--- src/rtl/iec_sd_sector_server.sv ---
// Sector responder for up to four IEC drives: round-robin arbitration of sd_rd/sd_wr
// requests, 512-byte transfers between the drive buffers and a byte-wide image memory.
module iec_sd_sector_server #(
    parameter int NDR    = 2,
    parameter int LBA_W  = 11,
    parameter int MEM_AW = 22
) (
    input  logic                     clk,
    input  logic                     reset_n,
    input  logic [32*NDR-1:0]        sd_lba,
    input  logic [NDR-1:0]           sd_rd,
    input  logic [NDR-1:0]           sd_wr,
    output logic [NDR-1:0]           sd_ack,
    output logic [8:0]               sd_buff_addr,
    output logic [7:0]               sd_buff_dout,
    output logic                     sd_buff_wr,
    input  logic [8*NDR-1:0]         sd_buff_din,
    input  logic [(LBA_W+1)*NDR-1:0] img_sectors,
    output logic [MEM_AW-1:0]        mem_addr,
    output logic                     mem_req,
    output logic                     mem_we,
    output logic [7:0]               mem_wdata,
    input  logic [7:0]               mem_rdata,
    input  logic                     mem_ready,
    output logic                     busy
);

    typedef enum logic [3:0] {
        S_IDLE,
        S_START,
        S_RD_REQ,
        S_RD_PUT,
        S_RD_ADV,
        S_WR_ADDR,
        S_WR_WAIT,
        S_WR_CAP,
        S_WR_REQ,
        S_DONE
    } state_t;

    state_t             state_q;
    logic [1:0]         rr_q;
    logic [1:0]         drv_q;
    logic               wr_op_q;
    logic [31:0]        lba_q;
    logic               oor_q;
    logic [9:0]         b_q;
    logic [NDR-1:0]     ack_q;
    logic               busy_q;
    logic [8:0]         buff_addr_q;
    logic [7:0]         buff_dout_q;
    logic               buff_wr_q;
    logic [MEM_AW-1:0]  mem_addr_q;
    logic               mem_req_q;
    logic               mem_we_q;
    logic [7:0]         mem_wdata_q;

    // Per-drive views padded to four slots so a 2-bit drive index is always in range.
    logic [31:0]        lba_arr [4];
    logic [7:0]         din_arr [4];
    logic [LBA_W:0]     img_arr [4];
    logic [3:0]         req_arr;
    logic [3:0]         wreq_arr;

    genvar gi;
    generate
        for (gi = 0; gi < 4; gi++) begin : g_drv
            if (gi < NDR) begin : g_on
                assign lba_arr[gi]  = sd_lba[32*gi +: 32];
                assign din_arr[gi]  = sd_buff_din[8*gi +: 8];
                assign img_arr[gi]  = img_sectors[(LBA_W+1)*gi +: (LBA_W+1)];
                assign req_arr[gi]  = sd_rd[gi] | sd_wr[gi];
                assign wreq_arr[gi] = sd_wr[gi];
            end else begin : g_off
                assign lba_arr[gi]  = '0;
                assign din_arr[gi]  = '0;
                assign img_arr[gi]  = '0;
                assign req_arr[gi]  = 1'b0;
                assign wreq_arr[gi] = 1'b0;
            end
        end
    endgenerate

    logic               found_d;
    logic [1:0]         win_d;
    logic [1:0]         rr_next_d;
    logic [2:0]         cand_d;
    logic [2:0]         nxt_d;

    // Scan NDR slots starting at the round-robin pointer; first requester wins.
    always_comb begin
        found_d   = 1'b0;
        win_d     = '0;
        cand_d    = '0;
        nxt_d     = '0;
        rr_next_d = '0;
        for (int k = 0; k < 4; k++) begin
            if (k < NDR) begin
                cand_d = {1'b0, rr_q} + 3'(k);
                if (cand_d >= 3'(NDR)) begin
                    cand_d = cand_d - 3'(NDR);
                end
                if (!found_d && req_arr[cand_d[1:0]]) begin
                    found_d = 1'b1;
                    win_d   = cand_d[1:0];
                end
            end
        end
        nxt_d = {1'b0, win_d} + 3'd1;
        if (nxt_d >= 3'(NDR)) begin
            nxt_d = '0;
        end
        rr_next_d = nxt_d[1:0];
    end

    logic [LBA_W:0]     img_sel_d;
    logic               oor_d;
    logic [7:0]         din_sel_d;
    logic [MEM_AW-1:0]  mem_addr_d;
    logic               last_d;

    assign img_sel_d  = img_arr[drv_q];
    assign oor_d      = (lba_q[31:LBA_W] != '0) || (lba_q >= 32'(img_sel_d));
    assign din_sel_d  = din_arr[drv_q];
    assign mem_addr_d = MEM_AW'({drv_q, lba_q[LBA_W-1:0], b_q[8:0]});
    assign last_d     = (b_q == 10'd511);

    always_ff @(posedge clk or negedge reset_n) begin
        if (!reset_n) begin
            state_q     <= S_IDLE;
            rr_q        <= '0;
            drv_q       <= '0;
            wr_op_q     <= 1'b0;
            lba_q       <= '0;
            oor_q       <= 1'b0;
            b_q         <= '0;
            ack_q       <= '0;
            busy_q      <= 1'b0;
            buff_addr_q <= '0;
            buff_dout_q <= '0;
            buff_wr_q   <= 1'b0;
            mem_addr_q  <= '0;
            mem_req_q   <= 1'b0;
            mem_we_q    <= 1'b0;
            mem_wdata_q <= '0;
        end else begin
            buff_wr_q <= 1'b0;
            case (state_q)
                S_IDLE: begin
                    if (found_d) begin
                        drv_q   <= win_d;
                        wr_op_q <= wreq_arr[win_d];
                        lba_q   <= lba_arr[win_d];
                        rr_q    <= rr_next_d;
                        ack_q   <= NDR'(4'b0001 << win_d);
                        busy_q  <= 1'b1;
                        b_q     <= '0;
                        state_q <= S_START;
                    end
                end
                // Range is decided once per transfer from the latched lba.
                S_START: begin
                    oor_q <= oor_d;
                    if (wr_op_q) begin
                        buff_addr_q <= '0;
                        state_q     <= S_WR_ADDR;
                    end else begin
                        mem_req_q  <= !oor_d;
                        mem_we_q   <= 1'b0;
                        mem_addr_q <= mem_addr_d;
                        state_q    <= S_RD_REQ;
                    end
                end
                S_RD_REQ: begin
                    if (oor_q || mem_ready) begin
                        mem_req_q   <= 1'b0;
                        buff_addr_q <= b_q[8:0];
                        buff_dout_q <= oor_q ? 8'h00 : mem_rdata;
                        buff_wr_q   <= 1'b1;
                        state_q     <= S_RD_PUT;
                    end
                end
                S_RD_PUT: begin
                    if (last_d) begin
                        ack_q   <= '0;
                        busy_q  <= 1'b0;
                        state_q <= S_DONE;
                    end else begin
                        b_q     <= b_q + 10'd1;
                        state_q <= S_RD_ADV;
                    end
                end
                S_RD_ADV: begin
                    mem_req_q  <= !oor_q;
                    mem_addr_q <= mem_addr_d;
                    state_q    <= S_RD_REQ;
                end
                // Drive buffer data arrives two clocks after sd_buff_addr moves.
                S_WR_ADDR: state_q <= S_WR_WAIT;
                S_WR_WAIT: state_q <= S_WR_CAP;
                S_WR_CAP: begin
                    mem_wdata_q <= din_sel_d;
                    mem_we_q    <= 1'b1;
                    mem_addr_q  <= mem_addr_d;
                    mem_req_q   <= !oor_q;
                    state_q     <= S_WR_REQ;
                end
                S_WR_REQ: begin
                    if (oor_q || mem_ready) begin
                        mem_req_q <= 1'b0;
                        mem_we_q  <= 1'b0;
                        if (last_d) begin
                            ack_q   <= '0;
                            busy_q  <= 1'b0;
                            state_q <= S_DONE;
                        end else begin
                            b_q         <= b_q + 10'd1;
                            buff_addr_q <= b_q[8:0] + 9'd1;
                            state_q     <= S_WR_ADDR;
                        end
                    end
                end
                S_DONE:  state_q <= S_IDLE;
                default: state_q <= S_IDLE;
            endcase
        end
    end

    assign sd_ack       = ack_q;
    assign busy         = busy_q;
    assign sd_buff_addr = buff_addr_q;
    assign sd_buff_dout = buff_dout_q;
    assign sd_buff_wr   = buff_wr_q;
    assign mem_addr     = mem_addr_q;
    assign mem_req      = mem_req_q;
    assign mem_we       = mem_we_q;
    assign mem_wdata    = mem_wdata_q;

endmodule

--- config.mk ---
export PLATFORM = sky130hd
export DESIGN_NAME = iec_sd_sector_server
export DESIGN_NICKNAME = d
export VERILOG_FILES = /design/src/rtl/iec_sd_sector_server.sv
export SDC_FILE = /design/constraint.sdc
export NUM_CORES = 1
export LEC_CHECK = 0
export CAP_MARGIN = 20
export CELL_PAD_IN_SITES_DETAIL_PLACEMENT = 1
export CELL_PAD_IN_SITES_GLOBAL_PLACEMENT = 1
export CORE_MARGIN = 10
export CORE_UTILIZATION = 36
export DETAILED_ROUTE_END_ITERATION = 12
export GPL_TIMING_DRIVEN = 0
export PLACE_DENSITY = 0.87
export SLEW_MARGIN = 25
export SYNTH_ARGS = -nofsm -noshare
export SYNTH_HDL_FRONTEND = slang
export SYNTH_SLANG_ARGS = --single-unit
--- constraint.sdc ---
create_clock -name clk -period 3.3 [get_ports clk]
set_input_delay 0.66 -clock clk [delete_from_list [all_inputs] [get_ports clk]]
set_output_delay 0.66 -clock clk [all_outputs]
set_load 0.1 [all_outputs]
==> results of run 1 <==
-- report_power, final --
group	switching, mW	internal (mW)
Clock	0.502	0.537
Combinational	2.75	1.32
Sequential	0.289	1.72
Total	3.54	3.58
-- worst paths after layout --
check	endpoint	slack [ps]	cells after the start
max	oor_q$_DFFE_PN0P_	280	9
min	mem_addr[5]$_DFFE_PN0P_	260	1
max reg2reg	oor_q$_DFFE_PN0P_	280	9
min reg2reg	sd_buff_dout[0]$_DFFE_PN0P_	480	2
max in group asynchronous	lba_q[4]$_DFFE_PN0P_	2420	2
min in group clk	sd_buff_dout[0]$_DFFE_PN0P_	480	2
-- final cells by class --
class,instances,area (um2)
tap,188,235
timing repair buffer,172,1740
buffer,34,140
multi-input combinational,404,2780
fill,1677,7350
clock buffer,11,243
clock inverter,5,40.0
sequential,105,2630
inverter,12,45.0
-- sequential cells by signal (all words and copies together) (netlist names), 2 cells and up --
signal,cells
lba_q,32
mem_addr,22
b_q,10
sd_buff_addr,9
mem_wdata,8
sd_buff_dout,8
state_q,4
drv_q,2
rr_q,2
sd_ack,2
-- cell families (layout without fill, tap and decap cells) --
| family | Yosys count | after routing | share of synthesized area, % |
|---|---|---|---|
| mux | 85 | 85 | 15.9 |
| flops | 105 | 105 | 47.0 |
| buf+inv | 46 | 234 | 3.27 |
| other cells | 1 | 3 | 0.0671 |
| simple gates | 168 | 168 | 14.8 |
| xor+xnor | 1 | 1 | 0.157 |
| fa+ha+maj | 16 | 16 | 3.58 |
| compound gates | 131 | 131 | 15.1 |
-- metal layers --
| metal | wire [um] | part of all wire [%] |
|---|---|---|
| met1 | 7500 | 39 |
| met2 | 10100 | 53 |
| met3 | 847 | 4.4 |
| met4 | 546 | 2.9 |
| met5 | 0 | 0 |
-- through the flow --
stage | hold slack [ps] | utilization [%]
6_report | 258 | 51.7
5_1_grt | 300 | 51.7
4_1_cts | 266 | 51.7
3_5_place_dp | 464 | 49.8
3_3_place_gp | 451 | 49.6
2_1_floorplan | 364 | -
-- placed cells by master (no fill, tap or decap), types with 5 or more instances in the layout --
cell type,n
nor2_1,24
clkdlybuf4s50_1,170
o22a_1,6
nand3b_1,11
nand2b_1,5
nand4_1,5
nand2_1,79
buf_2,9
mux2i_1,53
o22ai_1,5
or2_2,13
mux2_2,32
dfrtp_1,105
inv_1,11
clkbuf_1,23
ha_1,16
o21ai_0,57
a21oi_1,20
nor3_1,6
clkbuf_16,9
nor4_1,7
o31ai_1,14
-- worst max-delay path, stage by stage, from the launching register on --
cell and delay (ps):
dfrtp_1 330, clkbuf_1 240, buf_2 370, mux2i_1 150, or2_2 290, ha_1 340, a2111oi_2 400, o21ai_1 140
a2111o_1 370, mux2_2 280
-- what timing repair did --
action | CTS | global route
setup endpoints to repair | 2 | 2
cloned | 0 | 0
hold endpoints to repair | 0 | 0
resized for setup | 1 | 1
==> results.sh, run 1 <==
export IMPL_grt_overflow_total=0
export IMPL_synth_edf_count=0
export IMPL_cts_buffer_depth=2
export IMPL_yosysTopAreaCellShare_pct=47.0
export IMPL_regToRegStartpoint="drv_q[0]$_DFFE_PN0P_"
export IMPL_grt_max_degree=55
export IMPL_portBuffers=171
export IMPL_placed_cell_area_mm2=0.00757
export IMPL_drcViolationCount=0
export IMPL_setup_ws_ps=280
export IMPL_synth_most_common_cell="dfrtp_1"
export IMPL_fp_dieW_um=145
export IMPL_slew_headroom_pct=29.5
export IMPL_drt_initial_drc_count=344
export IMPL_num_rows=45
export IMPL_rsz0062_at_grt="false"
export IMPL_p_per_area_mw_per_mm2=906
export IMPL_worstMarginPinSlew_ps=1050
export IMPL_die_area_mm2=0.0209
export IMPL_critPathLaunchType="register"
export IMPL_gp_congestion=0.877
export IMPL_met1_usage_pct=20.4
export IMPL_setup_viol=0
export IMPL_synth_cell_type_count=55
export IMPL_skew_ps=10.0
export IMPL_floorplan_initialDensity_pct=36.7
export IMPL_cts_setup_buffers=0
export IMPL_grt_pass1_wl_mm=29.8
export IMPL_path_clk_slew_ps=70
export IMPL_vdd_drop_max_mv=0.382
export IMPL_post_dp_hpwl_mm=15.0
export IMPL_ys_top_cells_by_count="105 x dfrtp_1, 79 x nand2_1, 57 x o21ai_0, 53 x mux2i_1, 32 x mux2_2"
export IMPL_endpoint_kind="register"
export IMPL_fin_crit_ps=3020
export IMPL_synthArstFlopShare_pct=100
export IMPL_fin_area_mm2=0.00786
export IMPL_cts_sinks=105
export IMPL_antenna_cells=0
export IMPL_ys_seq_area_share_pct=47.0
export IMPL_finalPower_mw=7.12
export IMPL_ant_nets=0
export IMPL_hp_class="input port to async pin"
export IMPL_max_freq_mhz=331
export IMPL_via_per_inst=5.41
export IMPL_synthCells=553
export IMPL_cts_buffers=9
export IMPL_fin_cells=931
export IMPL_die_h_um=145
export IMPL_cts_hold_buffers=0
export IMPL_drive_above_1_share_pct=10.8
export IMPL_yosysWarnings=0
export IMPL_cap_violations=0
export IMPL_cts_root_buf="clkbuf_16"
export IMPL_use_met3_pct=3.64
export IMPL_fin_tns_setup_ps=0
export IMPL_dp_slack_ps=6.94
export IMPL_grt_busiest_layer="met2"
export IMPL_cts_tree="done"
export IMPL_clk_latency_ps=360
export IMPL_timing_final_crit_share_pct=91.5
export IMPL_p_leak_nw=3.52
export IMPL_run_status="complete, no violations"
export IMPL_grt_antenna_before_repair=0
export IMPL_crit_type="register to register"
export IMPL_path_max_fanout=10
export IMPL_synth_avg_cell_area_um2=10.1
export IMPL_vias=5034
export IMPL_ys_top_cells_by_area="dfrtp_1 47%, mux2i_1 9.5%, mux2_2 6.5%"
export IMPL_ys_seq_elements=105
export IMPL_grtUsageMet2_pct=32.2
export IMPL_yosysTopAreaCell="dfrtp_1"
export IMPL_worstPathArrival_ps=3270
export IMPL_final_max_slew_violation_count=0
export IMPL_wl_per_cell_um=20.4
export IMPL_dr_pass1_iters=4
export IMPL_core_area_mm2=0.0152
export IMPL_htreeDepth=3
export IMPL_syn_area_mm2=0.00559
export IMPL_ys_flop_type="dfrtp_1"
export IMPL_placed_cells=915
export IMPL_critical_path_required_ps=3550
export IMPL_grt_util_all_layers_pct=18.1
export IMPL_pin_count=172
export IMPL_grt_pass1_vias=5554
export IMPL_worstSetupStartpoint="drv_q[0]$_DFFE_PN0P_"
export IMPL_wirelength_mm=19.0
export IMPL_area_growth_pct=40.6
export IMPL_finalHoldViolations=0
export IMPL_final_net_count=873
No activity file was read; power rests on OpenSTA's default activity.
==> run 2, diff against run 1 <==
CORE_UTILIZATION = 38   (was 36)
PLACE_DENSITY = 0.91   (was 0.87)
clock period = 3.55 ns   (was 3.3 ns; I/O delays follow)
==> results.sh, run 2 (synthesized netlist as in run 1, its figures left out) <==
export IMPL_largest_reg_flops=32
export IMPL_worst_r2r_setup_slack_ps=210
export IMPL_p_leak_nw=3.53
export IMPL_setup_viol=0
export IMPL_final_max_slew_violation_count=0
export IMPL_antenna_cells=0
export IMPL_fill_cells=1621
export IMPL_cts_buffer_depth=2
export IMPL_fin_crit_ps=3340
export IMPL_vias=5070
export IMPL_final_util_pct=54.3
export IMPL_drcViolationCount=0
export IMPL_gp_congestion=0.889
export IMPL_grt_pass1_vias=5854
export IMPL_clk_latency_ps=360
export IMPL_endpoint_kind="register"
export IMPL_grt_max_degree=57
export IMPL_vdd_drop_max_mv=0.610
export IMPL_final_net_count=873
export IMPL_critPathLaunchType="register"
export IMPL_worstMarginPinSlew_ps=1050
export IMPL_die_area_mm2=0.0200
export IMPL_die_h_um=141
export IMPL_drive_above_1_share_pct=10.5
export IMPL_crit_type="register to register"
export IMPL_num_rows=44
export IMPL_critical_path_required_ps=3800
export IMPL_rsz0062_at_grt="false"
export IMPL_grt_antenna_before_repair=0
export IMPL_cts_hold_buffers=0
export IMPL_cts_sinks=105
export IMPL_timing_final_crit_share_pct=94.1
export IMPL_run_status="complete, no violations"
export IMPL_grt_overflow_total=0
export IMPL_hp_class="input port to async pin"
export IMPL_wirelength_mm=19.9
export IMPL_slew_headroom_pct=30.0
export IMPL_cap_violations=0
export IMPL_cts_root_buf="clkbuf_16"
export IMPL_core_area_mm2=0.0145
export IMPL_ant_nets=0
export IMPL_mostFrequentLayoutCells="170 x clkdlybuf4s50_1, 105 x dfrtp_1, 79 x nand2_1"
export IMPL_fp_dieW_um=141
export IMPL_cts_tree="done"
export IMPL_seq_area_mm2=0.00263
export IMPL_path_max_fanout=10
export IMPL_final_common_cell="clkdlybuf4s50_1"
export IMPL_cts_buffers=9
export IMPL_htreeDepth=3
export IMPL_max_freq_mhz=299
export IMPL_dr_pass1_iters=4
export IMPL_pin_count=172
export IMPL_largest_register="lba_q"
export IMPL_via_per_inst=5.48
export IMPL_post_dp_hpwl_mm=15.9
export IMPL_floorplan_initialDensity_pct=38.6
export IMPL_multiInputGateArea_mm2=0.00278
export IMPL_finalHoldViolations=0
export IMPL_cts_resized=0
export IMPL_p_per_area_mw_per_mm2=856
export IMPL_area_growth_pct=40.7
export IMPL_grt_util_all_layers_pct=19.9
export IMPL_cts_setup_buffers=0
export IMPL_skew_ps=11.8
export IMPL_path_clk_slew_ps=70
export IMPL_drt_initial_drc_count=368
export IMPL_wl_per_cell_um=21.5
export IMPL_finalPower_mw=6.72
export IMPL_grt_pass1_wl_mm=31.7
export IMPL_portBuffers=171
export IMPL_worstPathArrival_ps=3590
## run 2: cell count changes in the layout (fill, tap and decap cells not counted)
cell,previous run,this run
buf_1,2,3
buf_2,9,8
clkbuf_8,1,4
clkinvlp_4,3,0
inv_6,1,0
## run 2: final cells by class
cell class / count / area share (%)
clock buffers: 14 / 3.61
multi-input cells: 404 / 35.4
repair buffers: 172 / 22.1
flip-flops and latches: 105 / 33.4
inverters: 12 / 0.573
plain buffers: 34 / 1.77
clock inverters: 1 / 0.111
well taps: 184 / 2.93
## run 2: worst max-delay path, stage by stage, from the launching register on
cell and delay [ps]:
dfrtp_1 360, clkbuf_1 220, buf_1 630, mux2i_1 200, or2_2 320, ha_1 320, a41o_1 260, a21oi_1 130
nor2_1 60, a2111o_1 460, mux2_2 290
## run 2: per-stage QoR
stage / cell area (um2) / worst slack (ps) / setup TNS, ps / hold slack (ps) / std cells
4_1_cts: 7860 / 186 / 0 / 308 / 926
6_report: 7860 / 211 / 0 / 293 / 926
2_1_floorplan: 5590 / 748 / 0 / 414 / 555
5_1_grt: 7860 / 30.8 / 0 / 334 / 926
3_3_place_gp: 7540 / -2140 / -224130 / 450 / 910
3_5_place_dp: 7560 / 207 / 0 / 471 / 911
## run 2: layer usage
metal | GRT usage, % | routed length (um)
met1 | 21.6 | 7530
met2 | 36.3 | 10800
met3 | 4.31 | 930
met4 | 8.48 | 663
met5 | 0 | 0
## run 2: where the power goes
part / switching, mW / internal [mW]
combinational: 2.62 / 1.23
sequential: 0.281 / 1.60
clock: 0.453 / 0.551
total: 3.35 / 3.38
## run 2: worst paths after layout
path                                          endpoint  cells past startpoint                         from
max                                  oor_q$_DFFE_PN0P_                     10         drv_q[0]$_DFFE_PN0P_
min                                 b_q[7]$_DFFE_PN0P_                      1                      reset_n
max reg2reg                          oor_q$_DFFE_PN0P_                     10         drv_q[0]$_DFFE_PN0P_
min reg2reg                sd_buff_dout[7]$_DFFE_PN0P_                      2  sd_buff_dout[7]$_DFFE_PN0P_
max in group asynchronous         drv_q[1]$_DFFE_PN0P_                      2                      reset_n
min in group clk           sd_buff_dout[7]$_DFFE_PN0P_                      2  sd_buff_dout[7]$_DFFE_PN0P_
